### src/rtl/activation_pkg.sv
// ============================================================================
// Module      : activation_pkg
// Description : Shared widths, types and saturation bounds for the
//               piecewise-linear activation stage.
// Revision    : 1.0 - initial release
// ============================================================================
`default_nettype none

package activation_pkg;

    localparam int IN_W   = 8;
    localparam int ADDR_W = 4;
    localparam int FRAC_W = IN_W - ADDR_W;
    localparam int DATA_W = 8;

    localparam logic [ADDR_W-1:0] SEG_POS_MAX = ADDR_W'((2 ** (ADDR_W - 1)) - 1);

    localparam int ACT_MIN = -(2 ** (DATA_W - 1));
    localparam int ACT_MAX = (2 ** (DATA_W - 1)) - 1;

    typedef logic [ADDR_W-1:0]        seg_t;
    typedef logic [FRAC_W-1:0]        frac_t;
    typedef logic signed [DATA_W-1:0] act_t;

endpackage

`default_nettype wire

### src/rtl/activation_lut_interp_mac.sv
// ============================================================================
// Module      : interp_mac
// Description : Combinational interpolate-and-saturate: base + (next-base)*frac
//               scaled by 2^-FRAC_W. Rounding selected by INTERP_ROUND_EN.
// Revision    : 1.0 - initial release
// ============================================================================
`default_nettype none

module interp_mac
    import activation_pkg::*;
(
    input  act_t  base,
    input  act_t  nxt,
    input  frac_t frac,
    output act_t  res
);

    // Wide enough for the full 9x5 signed product plus the base addition.
    localparam int W = DATA_W + FRAC_W + 2;

`ifdef INTERP_ROUND_EN
    localparam logic signed [W-1:0] c_rnd = W'(2 ** (FRAC_W - 1));
`else
    localparam logic signed [W-1:0] c_rnd = '0;
`endif

    localparam logic signed [W-1:0] c_max = W'(ACT_MAX);
    localparam logic signed [W-1:0] c_min = W'(ACT_MIN);

    logic signed [DATA_W:0] w_diff;
    logic signed [W-1:0]    w_diff_x;
    logic signed [W-1:0]    w_frac_x;
    logic signed [W-1:0]    w_prod;
    logic signed [W-1:0]    w_shift;
    logic signed [W-1:0]    w_base_x;
    logic signed [W-1:0]    w_sum;

    assign w_diff   = {nxt[DATA_W-1], nxt} - {base[DATA_W-1], base};
    assign w_diff_x = W'(w_diff);
    assign w_frac_x = W'($signed({1'b0, frac}));
    assign w_prod   = w_diff_x * w_frac_x;
    assign w_shift  = (w_prod + c_rnd) >>> FRAC_W;
    assign w_base_x = W'(base);
    assign w_sum    = w_shift + w_base_x;

    always_comb begin
        res = w_sum[DATA_W-1:0];
        if (w_sum > c_max) begin
            res = c_max[DATA_W-1:0];
        end else if (w_sum < c_min) begin
            res = c_min[DATA_W-1:0];
        end
    end

endmodule

`default_nettype wire

### src/rtl/activation_lut_interp.sv
// ============================================================================
// Module      : activation_lut_interp
// Description : 3-stage valid/ready piecewise-linear activation around an
//               external 16-entry LUT. Optional macro: INTERP_ROUND_EN.
// Revision    : 1.0 - initial release
// ============================================================================
`default_nettype none

module activation_lut_interp
    import activation_pkg::*;
(
    input  logic              clk,
    input  logic              rst,
    input  logic              in_valid,
    output logic              in_ready,
    input  logic [IN_W-1:0]   in_data,
    output logic [ADDR_W-1:0] lut_addr,
    input  logic [DATA_W-1:0] lut_base,
    input  logic [DATA_W-1:0] lut_next,
    output logic              out_valid,
    input  logic              out_ready,
    output logic [DATA_W-1:0] out_data
);

    logic  w_adv;
    logic  w_accept;
    act_t  w_res;

    logic  r_v1;
    frac_t r_f1;
    logic  r_v2;
    frac_t r_f2;
    act_t  r_b2;
    act_t  r_n2;

    // The whole pipe moves as one; only a held output blocks it.
    assign w_adv    = !out_valid || out_ready;
    assign w_accept = in_valid && w_adv;
    assign in_ready = w_adv;

    always_ff @(posedge clk) begin
        if (rst) begin
            lut_addr  <= '0;
            r_f1      <= '0;
            r_v1      <= 1'b0;
            r_b2      <= '0;
            r_n2      <= '0;
            r_f2      <= '0;
            r_v2      <= 1'b0;
            out_data  <= '0;
            out_valid <= 1'b0;
        end else if (w_adv) begin
            r_v1      <= in_valid;
            r_v2      <= r_v1;
            out_valid <= r_v2;
            if (w_accept) begin
                lut_addr <= in_data[IN_W-1 -: ADDR_W];
                r_f1     <= in_data[FRAC_W-1:0];
            end
            if (r_v1) begin
                r_b2 <= lut_base;
                r_f2 <= r_f1;
                // Never blend the top positive segment into the most negative entry.
                r_n2 <= (lut_addr == SEG_POS_MAX) ? lut_base : lut_next;
            end
            if (r_v2) begin
                out_data <= w_res;
            end
        end
    end

    interp_mac u_mac (
        .base (r_b2),
        .nxt  (r_n2),
        .frac (r_f2),
        .res  (w_res)
    );

endmodule

`default_nettype wire
### config.mk
export PLATFORM = sky130hd
export DESIGN_NAME = activation_lut_interp
export DESIGN_NICKNAME = d
export VERILOG_FILES = /design/src/rtl/activation_pkg.sv /design/src/rtl/activation_lut_interp_mac.sv /design/src/rtl/activation_lut_interp.sv
export SDC_FILE = /design/constraint.sdc
export NUM_CORES = 1
export LEC_CHECK = 0
export BUFFER_PORTS_ARGS = -buffer_cell sky130_fd_sc_hd__buf_4
export CAP_MARGIN = 10
export CORE_UTILIZATION = 50
export DETAILED_ROUTE_END_ITERATION = 8
export PLACE_DENSITY_LB_ADDON = 0.25
export SYNTH_ARGS = -nofsm -noshare
export SYNTH_HDL_FRONTEND = slang
export SYNTH_HIERARCHICAL = 1
export SYNTH_SLANG_ARGS = --single-unit
### constraint.sdc
create_clock -name clk -period 9.25 [get_ports clk]
set_input_delay 1.3875 -clock clk [delete_from_list [all_inputs] [get_ports clk]]
set_output_delay 1.3875 -clock clk [all_outputs]
set_load 0.005 [all_outputs]
==> Implementation_results.wiki, run 1 <==
{| class="wikitable"
! Metric !! Value
|-
| CP Data Arrival Time || 6.80 ns
|-
| Placement Cell Area || 0.00415 mm2
|-
| Tightest Pin Transition || about 0.78 ns
|-
| GRT Residual Overflow || 0
|-
| Detailed-routing iteration count for the pre-antenna-repair pass || 4
|-
| Family with the most delay on the worst path || adder cells
|-
| Worst Hold Path Cells || 2
|-
| Boundary Pins || 42
|-
| Most used cell along the critical path || ha_1
|-
| Total number of yosys warnings || 6
|-
| Yosys reg bits || 39
|-
| Overall die area || between 0.007 and 0.008 mm2
|-
| Reg2Reg Launch Point || r_b2[1]$_SDFFE_PP0P_
|-
| Post-Synthesis Mean Instance Area || 8.02 um2
|-
| Register area || 781 um2
|-
| Layout overhead on the synthesized area || 10.9%
|-
| Util after Layout || 0.578
|-
| Highest Clock Rate || about 150 MHz
|-
| Number of antenna violations at the first check in global routing || 0
|-
| Element type at the critical path start || register
|-
| Non-Filler Instances || between 600 and 700
|-
| Met3 Wirelength || 233 um
|-
| Crit-path slowest cell || fa_1
|-
| Placed instance count || ~600
|-
| Die height || just under 90 um
|-
| Detail Route Antenna Nets || 0
|-
| Final critical-path required period || 6.59 ns
|-
| Vias per inst || 5.43
|-
| Area occupied by multi-input gates || approximately 0.0027 mm2
|-
| TritonCTS clock tree || yes
|-
| Vias || about 3.3k
|-
| Required time worst endpoint || 9.46 ns
|-
| Port bufs || 41
|-
| Clock Sink Count || 39
|-
| CTS Buf Count || 5
|-
| Non-Filler Cell Area, Final || 0.00423 mm2
|-
| Number of pins with negative max-slew slack in the final report || 0
|-
| Worst reg-to-reg setup slack || approximately 2.7 ns
|-
| Share of the yosys chip area belonging to registers || 0.204
|-
| Critical path fanouts, max || 5
|-
| Min-delay worst type || register to register
|-
| HPWL reported at the end of detailed placement || around 6500 um
|-
| Post-route DRC || 0
|-
| Number of hold-repair buffers added at the cts stage || 0
|-
| Total Routed Length || approximately 8400 um
|-
| Most common cell after layout, fill and taps aside || a21oi_1
|-
| Least setup slack across all paths after layout || 2.66 ns
|-
| Number of gates resized after cts || 0
|-
| Hold Path End || r_f2[3]$_SDFFE_PP0P_
|-
| Met1 routed wirelength after detailed routing || 4080 um
|-
| Number of nets in the layout || between 500 and 600
|-
| Worst slew margin || 0.479
|-
| Highest metal layer with signal wires || met4
|-
| Synth area leaders || dfxtp_1, ha_1, fa_1
|-
| Clock root buffer master || clkbuf_8
|-
| Initial DRC count || between 100 and 150
|-
| Fraction of final layout cells sized beyond drive strength 1 || 0.147
|-
| Number of library cell types mapped by synthesis || 48
|-
| Maximum number of pins on one net before global-route repair || between 40 and 50
|-
| Total routing usage reported by global routing || 0.226
|-
| Number of cells traversed by the worst register-to-register path || 27
|-
| Total negative slack for setup checks || 0 ns
|-
| Postcts setup bufs || 0
|-
| Post-synth EDFFs || 0
|-
| Slowest Stage Delay on Critical Path || approximately 0.52 ns
|-
| Setup Slack @ Placement || roughly 2.7 ns
|-
| Number of nets produced by synthesis || between 500 and 600
|-
| Peak supply drop || 0.103 mV
|-
| Dominant cell type by area after synthesis || dfxtp_1
|-
| Share of the synthesized area in the top cell type || 0.204
|-
| Gp weighted congestion || roughly 0.81
|-
| Final Hold Fails || 0
|-
| Power density of the placed cells || between 100 and 150 mW/mm2
|-
| Maximum level of the CTS H-tree || 2
|-
| Met2 WL post-DR || between 3000 and 4000 um
|-
| Later-pin clock latency in the skew report || approximately 0.29 ns
|-
| Unrepaired setup endpoints after global routing || no
|-
| Number of fill cells || 683
|-
| Die Width || just under 90 um
|-
| Buffers plus inverters on the worst setup path || 1
|-
| Capturing element type of the critical path || register
|-
| Worst Min Path Start || r_f1[3]$_SDFFE_PP0P_
|-
| Core Box Area || about 0.0073 mm2
|-
| Starting Density || 0.521
|-
| Status || finished clean
|-
| Global-route wire length before repair || between 10000 and 15000 um
|-
| Commonest cells after routing, fill and taps aside || a21oi_1, inv_1, ha_1
|-
| P_leak || between 1.5 and 2 nW
|-
| Final-report setup violation count || 0
|-
| Total standard cell area after synthesis || 0.00382 mm2
|-
| Final Cycle Share || 0.712
|-
| Main flop type after synthesis || dfxtp_1
|-
| Standard-cell rows || 31
|-
| Reported max-cap violation count || 0
|-
| Antenna diode count || 0
|-
| Async S/R FF share, synth || 0
|-
| Via count of the first global-routing pass || ~3.1k
|-
| Cell count after synthesis || 476
|-
| Crit path kind || register to register
|-
| Reg-to-reg endpoint || out_data[0]$_SDFFE_PP0P_
|-
| Clock input transition at the sequential cells of the worst setup and hold paths || 0.08 ns
|-
| Largest buffer count on any clock path || 2
|-
| Average routed wire per standard cell || ~14 um
|-
| Worst clock skew || 0.00928 ns
|}
cells by family (layout without fill, tap and decap cells):
logic type      after synthesis  in the layout  synth area share
compound gates              135            135             0.219
xor+xnor                     25             25            0.0573
fa+ha+maj                    62             62             0.242
buf+inv                      77            105            0.0816
flops                        39             39             0.204
mux                           1              1           0.00262
simple gates                137            137             0.193
cell usage after synthesis, types with 9 or more instances:
cell type,instances
nor2_1,12
nand3_1,30
nor2b_1,13
o21ai_1,32
a21o_1,9
buf_2,12
xnor2_1,14
nand2_1,35
and2_1,16
dfxtp_1,39
o21ai_0,9
fa_1,20
inv_1,50
ha_1,42
a21oi_1,53
xor2_1,11
metrics by stage:
| step | hold WS [ns] | total power [mW] |
|---|---|---|
| 2_1_floorplan | 0.442 | 0.289 |
| 3_3_place_gp | 0.451 | 0.325 |
| 3_5_place_dp | 0.455 | 0.327 |
| 4_1_cts | 0.464 | 0.438 |
| 5_1_grt | 0.513 | 0.463 |
| 6_report | 0.459 | 0.436 |
flip-flops by register name, summed over array words and instances, names as in the netlist:
| signal | cells |
|---|---|
| r_v2 | 1 |
| r_f2 | 4 |
| r_n2 | 8 |
| out_valid | 1 |
| r_f1 | 4 |
| out_data | 8 |
| r_v1 | 1 |
| lut_addr | 4 |
| r_b2 | 8 |
where the power goes:
part | switching, mW | internal, mW | total (mW) | leakage, nW
logic | 0.0765 | 0.0613 | 0.138 | 1.62
registers | 0.00959 | 0.177 | 0.187 | 0.319
clock network | 0.0585 | 0.0527 | 0.111 | 0.0412
per-layer routing:
| metal | global-route usage | vias up |
|---|---|---|
| met1 | 0.317 | 1525 |
| met3 | 0.0175 | 4 |
| met2 | 0.379 | 67 |
| met4 | 0.0519 | 0 |
| li1 | - | 1679 |
| met5 | 0 | - |
worst register-to-register path, stage by stage, from the launching register on:
cell and delay [ns]:
dfxtp_1 0.45, inv_1 0.08, ha_1 0.28, nor2b_1 0.12, o21ai_0 0.20, a21boi_0 0.14
nor2_1 0.31, and2_1 0.18, ha_1 0.24, fa_1 0.52, fa_1 0.50, ha_1 0.37
nand3_1 0.12, o2111ai_2 0.16, a21oi_2 0.29, o21bai_2 0.11, a21oi_1 0.25, xnor2_1 0.17
ha_1 0.32, and3_1 0.20, a221oi_2 0.37, o21ai_2 0.14, xnor2_1 0.19, nor3_1 0.25
nor2_1 0.11, o21ai_0 0.17, nand3_1 0.11, a21oi_1 0.16
layout make-up:
type,instances,area share
inverters,56,0.0496
repair buffers,41,0.0727
clock buffers,6,0.0171
well taps,99,0.0293
clock inverters,2,0.00296
flip-flops and latches,39,0.184
multi-input cells,360,0.644
worst max path at each step:
stage / depth (start not counted) / startpoint / slack [ns] / end
2_1_floorplan: 30 / r_b2[1]$_SDFFE_PP0P_ / 3.48 / out_data[0]$_SDFFE_PP0P_
3_3_place_gp: 27 / r_b2[1]$_SDFFE_PP0P_ / 2.82 / out_data[1]$_SDFFE_PP0P_
3_5_place_dp: 27 / r_b2[1]$_SDFFE_PP0P_ / 2.73 / out_data[0]$_SDFFE_PP0P_
4_1_cts: 27 / r_b2[1]$_SDFFE_PP0P_ / 2.67 / out_data[0]$_SDFFE_PP0P_
5_1_grt: 27 / r_b2[1]$_SDFFE_PP0P_ / 2.17 / out_data[0]$_SDFFE_PP0P_
6_report: 27 / r_b2[1]$_SDFFE_PP0P_ / 2.66 / out_data[0]$_SDFFE_PP0P_
Note: power is estimated with default switching activity, not from simulation.
==> inputs of run 2 (changes only) <==
==> constraint.sdc (replaced) <==
create_clock -name clk -period 6.5 [get_ports clk]
set_input_delay 0.975 -clock clk [delete_from_list [all_inputs] [get_ports clk]]
set_output_delay 0.975 -clock clk [all_outputs]
set_load 0.005 [all_outputs]
==> run 2 against run 1 <==
Compared with the run above: critical path depth stayed put; first-iteration DRC count is 8.2% higher; sequential share of layout area is 0.41 points lower; hold slack better by 0.0034 ns; sequential cell count stayed put; critical endpoint is now out_data[1]$_SDFFE_PP0P_; largest cell class unchanged.
==> Implementation_results.wiki, run 2 (synthesized netlist as in run 1, its figures left out) <==
{| class="wikitable"
! Metric !! Value
|-
| Commonest cells after routing, fill and taps aside || a21oi_1, inv_1, buf_4 (was a21oi_1, inv_1, ha_1)
|-
| Final Hold Fails || 0 (unchanged)
|-
| Detailed-routing iteration count for the pre-antenna-repair pass || 4 (unchanged)
|-
| Later-pin clock latency in the skew report || 0.30 ns (was 0.29 ns)
|-
| Die Width || 89.4 um (unchanged)
|-
| Number of pins with negative max-slew slack in the final report || 0 (unchanged)
|-
| Number of nets in the layout || 596 (was 593)
|-
| Total negative slack for setup checks || 0 ns (unchanged)
|-
| Number of antenna violations at the first check in global routing || 0 (unchanged)
|-
| Clock root buffer master || clkbuf_8 (unchanged)
|-
| Via count of the first global-routing pass || 3120 (was 3112)
|-
| Power density of the placed cells || 146 mW/mm2 (was 103 mW/mm2)
|-
| Registers with the most flip-flops || out_data: 8 flops, r_b2: 8 flops, r_n2: 8 flops (unchanged)
|-
| Average routed wire per standard cell || 14.2 um (was 13.9 um)
|-
| Core Box Area || 0.00733 mm2 (unchanged)
|-
| Final-report setup violation count || 0 (unchanged)
|-
| Status || finished clean (unchanged)
|-
| HPWL reported at the end of detailed placement || 6580 um (was 6540 um)
|-
| Detail Route Antenna Nets || 0 (unchanged)
|-
| Highest Clock Rate || 162 MHz (was 152 MHz)
|-
| CTS Buf Count || 5 (unchanged)
|-
| Maximum level of the CTS H-tree || 2 (unchanged)
|-
| CP Data Arrival Time || 6.32 ns (was 6.80 ns)
|-
| Non-Filler Cell Area, Final || 0.00435 mm2 (was 0.00423 mm2)
|-
| Final Cycle Share || 0.947 (was 0.712)
|-
| Worst slew margin || 0.461 (was 0.479)
|-
| Fraction of final layout cells sized beyond drive strength 1 || 0.174 (was 0.147)
|-
| P_leak || 1.99 nW (was 1.98 nW)
|-
| Most common cell after layout, fill and taps aside || a21oi_1 (unchanged)
|-
| Required time worst endpoint || 6.66 ns (was 9.46 ns)
|-
| Final critical-path required period || 6.16 ns (was 6.59 ns)
|-
| Initial DRC count || 132 (was 122)
|-
| Post-route DRC || 0 (unchanged)
|-
| Min-delay worst type || register to register (unchanged)
|-
| Gp weighted congestion || 0.810 (unchanged)
|-
| Maximum number of pins on one net before global-route repair || 41 (unchanged)
|-
| Largest buffer count on any clock path || 2 (unchanged)
|-
| Antenna diode count || 0 (unchanged)
|-
| Vias || 3344 (was 3275)
|-
| Port bufs || 41 (unchanged)
|-
| Crit path kind || register to register (unchanged)
|-
| Die height || 89.4 um (unchanged)
|-
| Peak supply drop || 0.148 mV (was 0.103 mV)
|-
| Number of fill cells || 656 (was 683)
|-
| Capturing element type of the critical path || register (unchanged)
|-
| Worst clock skew || 0.00934 ns (was 0.00928 ns)
|-
| GRT Residual Overflow || 0 (unchanged)
|-
| Tightest Pin Transition || 0.807 ns (was 0.780 ns)
|-
| Reported max-cap violation count || 0 (unchanged)
|-
| Total routing usage reported by global routing || 0.224 (was 0.226)
|-
| Placement Cell Area || 0.00415 mm2 (unchanged)
|-
| Clock Sink Count || 39 (unchanged)
|-
| Layout overhead on the synthesized area || 14.0% (was 10.9%)
|-
| Boundary Pins || 42 (unchanged)
|-
| Number of hold-repair buffers added at the cts stage || 0 (unchanged)
|-
| Global-route wire length before repair || 14100 um (was 14200 um)
|-
| Vias per inst || 5.52 (was 5.43)
|-
| Standard-cell rows || 31 (unchanged)
|-
| Starting Density || 0.521 (unchanged)
|-
| TritonCTS clock tree || yes (unchanged)
|-
| Critical path fanouts, max || 7 (was 5)
|-
| Element type at the critical path start || register (unchanged)
|-
| Overall die area || 0.00799 mm2 (unchanged)
|-
| Clock input transition at the sequential cells of the worst setup and hold paths || 0.08 ns (about the same)
|-
| Total Routed Length || 8600 um (was 8370 um)
|-
| Worst reg-to-reg setup slack || 0.34 ns (was 2.66 ns)
|}
[run 2: cell types whose count changed in the layout (fill, tap and decap cells not counted), sizes merged]
cell / delta
buf: +3
[run 2: where the power goes]
group | switching [mW] | internal (mW) | total (mW) | leakage, nW
logic | 0.114 | 0.0923 | 0.206 | 1.63
registers | 0.0139 | 0.252 | 0.266 | 0.320
clock network | 0.0871 | 0.0750 | 0.162 | 0.0412
[run 2: worst paths after layout]
kind / end / depth (start not counted) / from
worst min register to register: r_f2[3]$_SDFFE_PP0P_ / 2 / r_f1[3]$_SDFFE_PP0P_
worst max register to register: out_data[1]$_SDFFE_PP0P_ / 27 / r_b2[2]$_SDFFE_PP0P_
worst max-delay path: out_data[1]$_SDFFE_PP0P_ / 27 / r_b2[2]$_SDFFE_PP0P_
worst min-delay path: r_f2[3]$_SDFFE_PP0P_ / 2 / r_f1[3]$_SDFFE_PP0P_
[run 2: worst max-delay path, cell delays in order (launching register included)]
cell	delay, ns
dfxtp_1	0.36
inv_1	0.05
ha_1	0.32
nor2b_1	0.15
o21ai_2	0.14
a21oi_2	0.10
or4_1	0.52
and3_1	0.22
ha_1	0.33
fa_1	0.57
fa_1	0.46
ha_4	0.28
a21o_1	0.18
a21oi_1	0.16
o21ai_2	0.09
a21oi_2	0.18
o21ba_1	0.15
xnor2_1	0.12
ha_2	0.35
a21oi_1	0.20
o21ai_2	0.10
o2bb2ai_1	0.16
a211oi_2	0.20
o21a_1	0.21
a21o_1	0.17
o21ai_0	0.09
nand3_1	0.09
a21oi_1	0.08
[run 2: per-layer routing]
| layer | global-route usage | share of wire | vias up |
|---|---|---|---|
| met3 | 0.0212 | 0.037 | 9 |
| met4 | 0.0606 | 0.013 | 0 |
| li1 | - | - | 1691 |
| met1 | 0.316 | 0.47 | 1568 |
| met5 | 0 | 0 | - |
| met2 | 0.366 | 0.48 | 76 |
[run 2: cell type report]
type                    instances  area, um2  area share
clock buffers                   6       72.6      0.0167
clock inverters                 2       12.5     0.00288
inverters                      56        210      0.0483
flip-flops and latches         39        785       0.180
well taps                      99        124      0.0285
multi-input cells             360       2820       0.647
repair buffers                 44        330      0.0759
[run 2: what timing repair did]
action / in CTS / in global routing
pin swaps: 0 / 6
setup endpoints to repair: 4 / 8
resized for setup: 1 / 18
setup buffers: 0 / 3
[run 2: through the flow]
stage           util  hold slack [ns]  std cells  total power, mW  setup slack [ns]
6_report       0.594            0.462        606            0.633             0.343
5_1_grt        0.594            0.507        606            0.671           -0.0213
4_1_cts        0.578            0.462        603            0.625           0.00598
3_5_place_dp   0.566            0.455        595            0.466           -0.0248
3_3_place_gp   0.566            0.451        595            0.463            0.0651
2_1_floorplan      -            0.442        476            0.411             0.735
==> inputs of run 3 (changes only) <==
--- a/config.mk
+++ b/config.mk
@@ -7,7 +7,7 @@
 export LEC_CHECK = 0
 export BUFFER_PORTS_ARGS = -buffer_cell sky130_fd_sc_hd__buf_4
 export CAP_MARGIN = 10
-export CORE_UTILIZATION = 50
+export CORE_UTILIZATION = 30
 export DETAILED_ROUTE_END_ITERATION = 8
 export PLACE_DENSITY_LB_ADDON = 0.25
 export SYNTH_ARGS = -nofsm -noshare
==> run 3 against run 2 <==
Compared with the run above: setup slack got worse by 0.0028 ns; hold slack improved by 0.016 ns; sequential power barely moved; non-clock buffer count down 1; clock power is 75% higher; clock skew decreased by 0.0047 ns; cell count increased by 11%; largest cell class unchanged; highest routed layer unchanged.
==> Implementation_results.wiki, run 3 (synthesized netlist as in run 1, its figures left out) <==
{| class="wikitable"
! Metric !! Value
|-
| Clock Sink Count || 39 (unchanged)
|-
| Internal power || 537 uW (was 419 uW)
|-
| Status || finished clean (unchanged)
|-
| Min-delay worst type || register to register (unchanged)
|-
| Largest buffer count on any clock path || 2 (unchanged)
|-
| Boundary Pins || 42 (unchanged)
|-
| Initial DRC count || 101 (was 132)
|-
| Tot Pwr || 758 uW (was 633 uW)
|-
| Final Cycle Share || 0.948 (was 0.947)
|-
| Portion of total power attributed to sequential cells || 0.351 (was 0.419)
|-
| Placed instance count || 664 (was 595)
|-
| Clock root buffer master || clkbuf_16 (was clkbuf_8)
|-
| Non-Filler Instances || 674 (was 606)
|-
| Highest metal layer with signal wires || met4 (unchanged)
|-
| Clock Power Share || 0.374 (was 0.256)
|-
| Die Width || 115 um (was 89.4 um)
|-
| Maximum number of pins on one net before global-route repair || 41 (unchanged)
|-
| Average routed wire per standard cell || 13.3 um (was 14.2 um)
|-
| Number of hold-repair buffers added at the cts stage || 0 (unchanged)
|-
| Crit-path slowest cell || fa_1 (unchanged)
|-
| Crit path kind || register to register (unchanged)
|-
| Maximum level of the CTS H-tree || 2 (unchanged)
|-
| Critical path fanouts, max || 5 (was 7)
|-
| Clock input transition at the sequential cells of the worst setup and hold paths || 0.06 ns (was 0.08 ns)
|-
| Via count of the first global-routing pass || 3161 (was 3120)
|-
| Core Box Area || 0.0122 mm2 (was 0.00733 mm2)
|-
| Final critical-path required period || 6.16 ns (about the same)
|-
| Number of nets in the layout || 595 (was 596)
|-
| Registers with the most flip-flops || out_data: 8 flops, r_b2: 8 flops, r_n2: 8 flops (unchanged)
|-
| Total Routed Length || 8970 um (was 8600 um)
|-
| Family with the most delay on the worst path || adder cells (unchanged)
|-
| Peak supply drop || 0.155 mV (was 0.148 mV)
|-
| Starting Density || 0.313 (was 0.521)
|-
| Commonest cells after routing, fill and taps aside || a21oi_1, inv_1, buf_4 (unchanged)
|-
| Later-pin clock latency in the skew report || 0.28 ns (was 0.30 ns)
|-
| Worst hold-check slack || 0.479 ns (was 0.462 ns)
|-
| Fraction of final layout cells sized beyond drive strength 1 || 0.176 (was 0.174)
|-
| Detail Route Antenna Nets || 0 (unchanged)
|-
| Post-route DRC || 0 (unchanged)
|-
| Standard-cell rows || 40 (was 31)
|-
| Element type at the critical path start || register (unchanged)
|-
| Worst clock skew || 0.00459 ns (was 0.00934 ns)
|-
| Portion of total power attributed to combinational logic || 0.274 (was 0.325)
|-
| Total routing usage reported by global routing || 0.140 (was 0.224)
|-
| Met2 WL post-DR || 4240 um (was 4090 um)
|-
| Reported max-cap violation count || 0 (unchanged)
|-
| Highest Clock Rate || 162 MHz (about the same)
|-
| Final-report setup violation count || 0 (unchanged)
|-
| Power density of the placed cells || 168 mW/mm2 (was 146 mW/mm2)
|-
| Detailed-routing iteration count for the pre-antenna-repair pass || 6 (was 4)
|-
| Worst reg-to-reg setup slack || 0.34 ns (about the same)
|-
| Required time worst endpoint || 6.70 ns (was 6.66 ns)
|-
| P_sw || 221 uW (was 214 uW)
|-
| P_leak || 2.05 nW (was 1.99 nW)
|-
| Layout overhead on the synthesized area || 18.4% (was 14.0%)
|-
| Overall die area || 0.0132 mm2 (was 0.00799 mm2)
|-
| Tightest Pin Transition || 0.763 ns (was 0.807 ns)
|-
| Die height || 115 um (was 89.4 um)
|-
| CP Data Arrival Time || 6.36 ns (was 6.32 ns)
|-
| Capturing element type of the critical path || register (unchanged)
|-
| Gp weighted congestion || 0.820 (was 0.810)
|-
| Final Hold Fails || 0 (unchanged)
|-
| Antenna diode count || 0 (unchanged)
|-
| Most common cell after layout, fill and taps aside || a21oi_1 (unchanged)
|-
| Port bufs || 41 (unchanged)
|-
| Total negative slack for setup checks || 0 ns (unchanged)
|-
| Worst slew margin || 0.490 (was 0.461)
|-
| Global-route wire length before repair || 15000 um (was 14100 um)
|-
| Vias || 3266 (was 3344)
|-
| Fraction of power spent switching nets || 0.292 (was 0.339)
|-
| Number of pins with negative max-slew slack in the final report || 0 (unchanged)
|-
| Vias per inst || 4.85 (was 5.52)
|-
| Slowest Stage Delay on Critical Path || 0.54 ns (was 0.57 ns)
|-
| Number of antenna violations at the first check in global routing || 0 (unchanged)
|-
| Met1 routed wirelength after detailed routing || 4420 um (was 4080 um)
|-
| Met3 Wirelength || 238 um (was 318 um)
|-
| TritonCTS clock tree || yes (unchanged)
|-
| CTS Buf Count || 5 (unchanged)
|-
| GRT Residual Overflow || 0 (unchanged)
|-
| HPWL reported at the end of detailed placement || 7060 um (was 6580 um)
|-
| Buffers plus inverters on the worst setup path || 3 (was 1)
|}
run 3: tightest hold or removal path, delay by kind of cell, from the launching register on:
family / cells / cell delay [ns]
compound gates: 2 / 0.12
flops: 1 / 0.31
run 3: final cells by class:
type                       instances  area [um2]
inverter                          56         210
sequential                        39         782
fill                            1317        7690
tap                              168         210
multi-input combinational        360        2820
clock buffer                       6         139
timing repair buffer              43         323
clock inverter                     2        35.0
run 3: timing repair:
action,CTS,global route
endpoints found under the hold margin,0,0
pin swaps,1,3
endpoints found under the setup margin,4,8
setup buffers,0,2
gates resized for setup,3,16
run 3: worst paths after layout:
kind / start / endpoint / depth (start not counted)
hold / removal: r_f1[2]$_SDFFE_PP0P_ / r_f1[2]$_SDFFE_PP0P_ / 2
setup / recovery: r_n2[0]$_SDFFE_PP0P_ / out_data[6]$_SDFFE_PP0P_ / 27
hold reg to reg: r_f1[2]$_SDFFE_PP0P_ / r_f1[2]$_SDFFE_PP0P_ / 2
setup reg to reg: r_n2[0]$_SDFFE_PP0P_ / out_data[6]$_SDFFE_PP0P_ / 27
run 3: stage by stage:
step | worst slack (ns) | util | area [um2]
2_1_floorplan | 0.735 | - | 3820
3_3_place_gp | 0.0119 | 0.347 | 4240
3_5_place_dp | -0.114 | 0.347 | 4240
4_1_cts | 0.0188 | 0.363 | 4430
5_1_grt | -0.0309 | 0.370 | 4520
6_report | 0.341 | 0.370 | 4520
run 3: layer usage:
layer,vias to the layer above,track usage
li1,1686,-
met1,1519,0.192
met2,56,0.240
met3,5,0.0132
met4,0,0.0286
met5,-,0
run 3: power by group through the flow:
stage	logic, mW	registers (mW)	clock network (mW)
finish	0.208	0.266	0.284
global route	0.233	0.268	0.301
CTS	0.200	0.266	0.288
detailed placement	0.197	0.272	0
global placement	0.195	0.271	0
floorplan	0.145	0.265	0
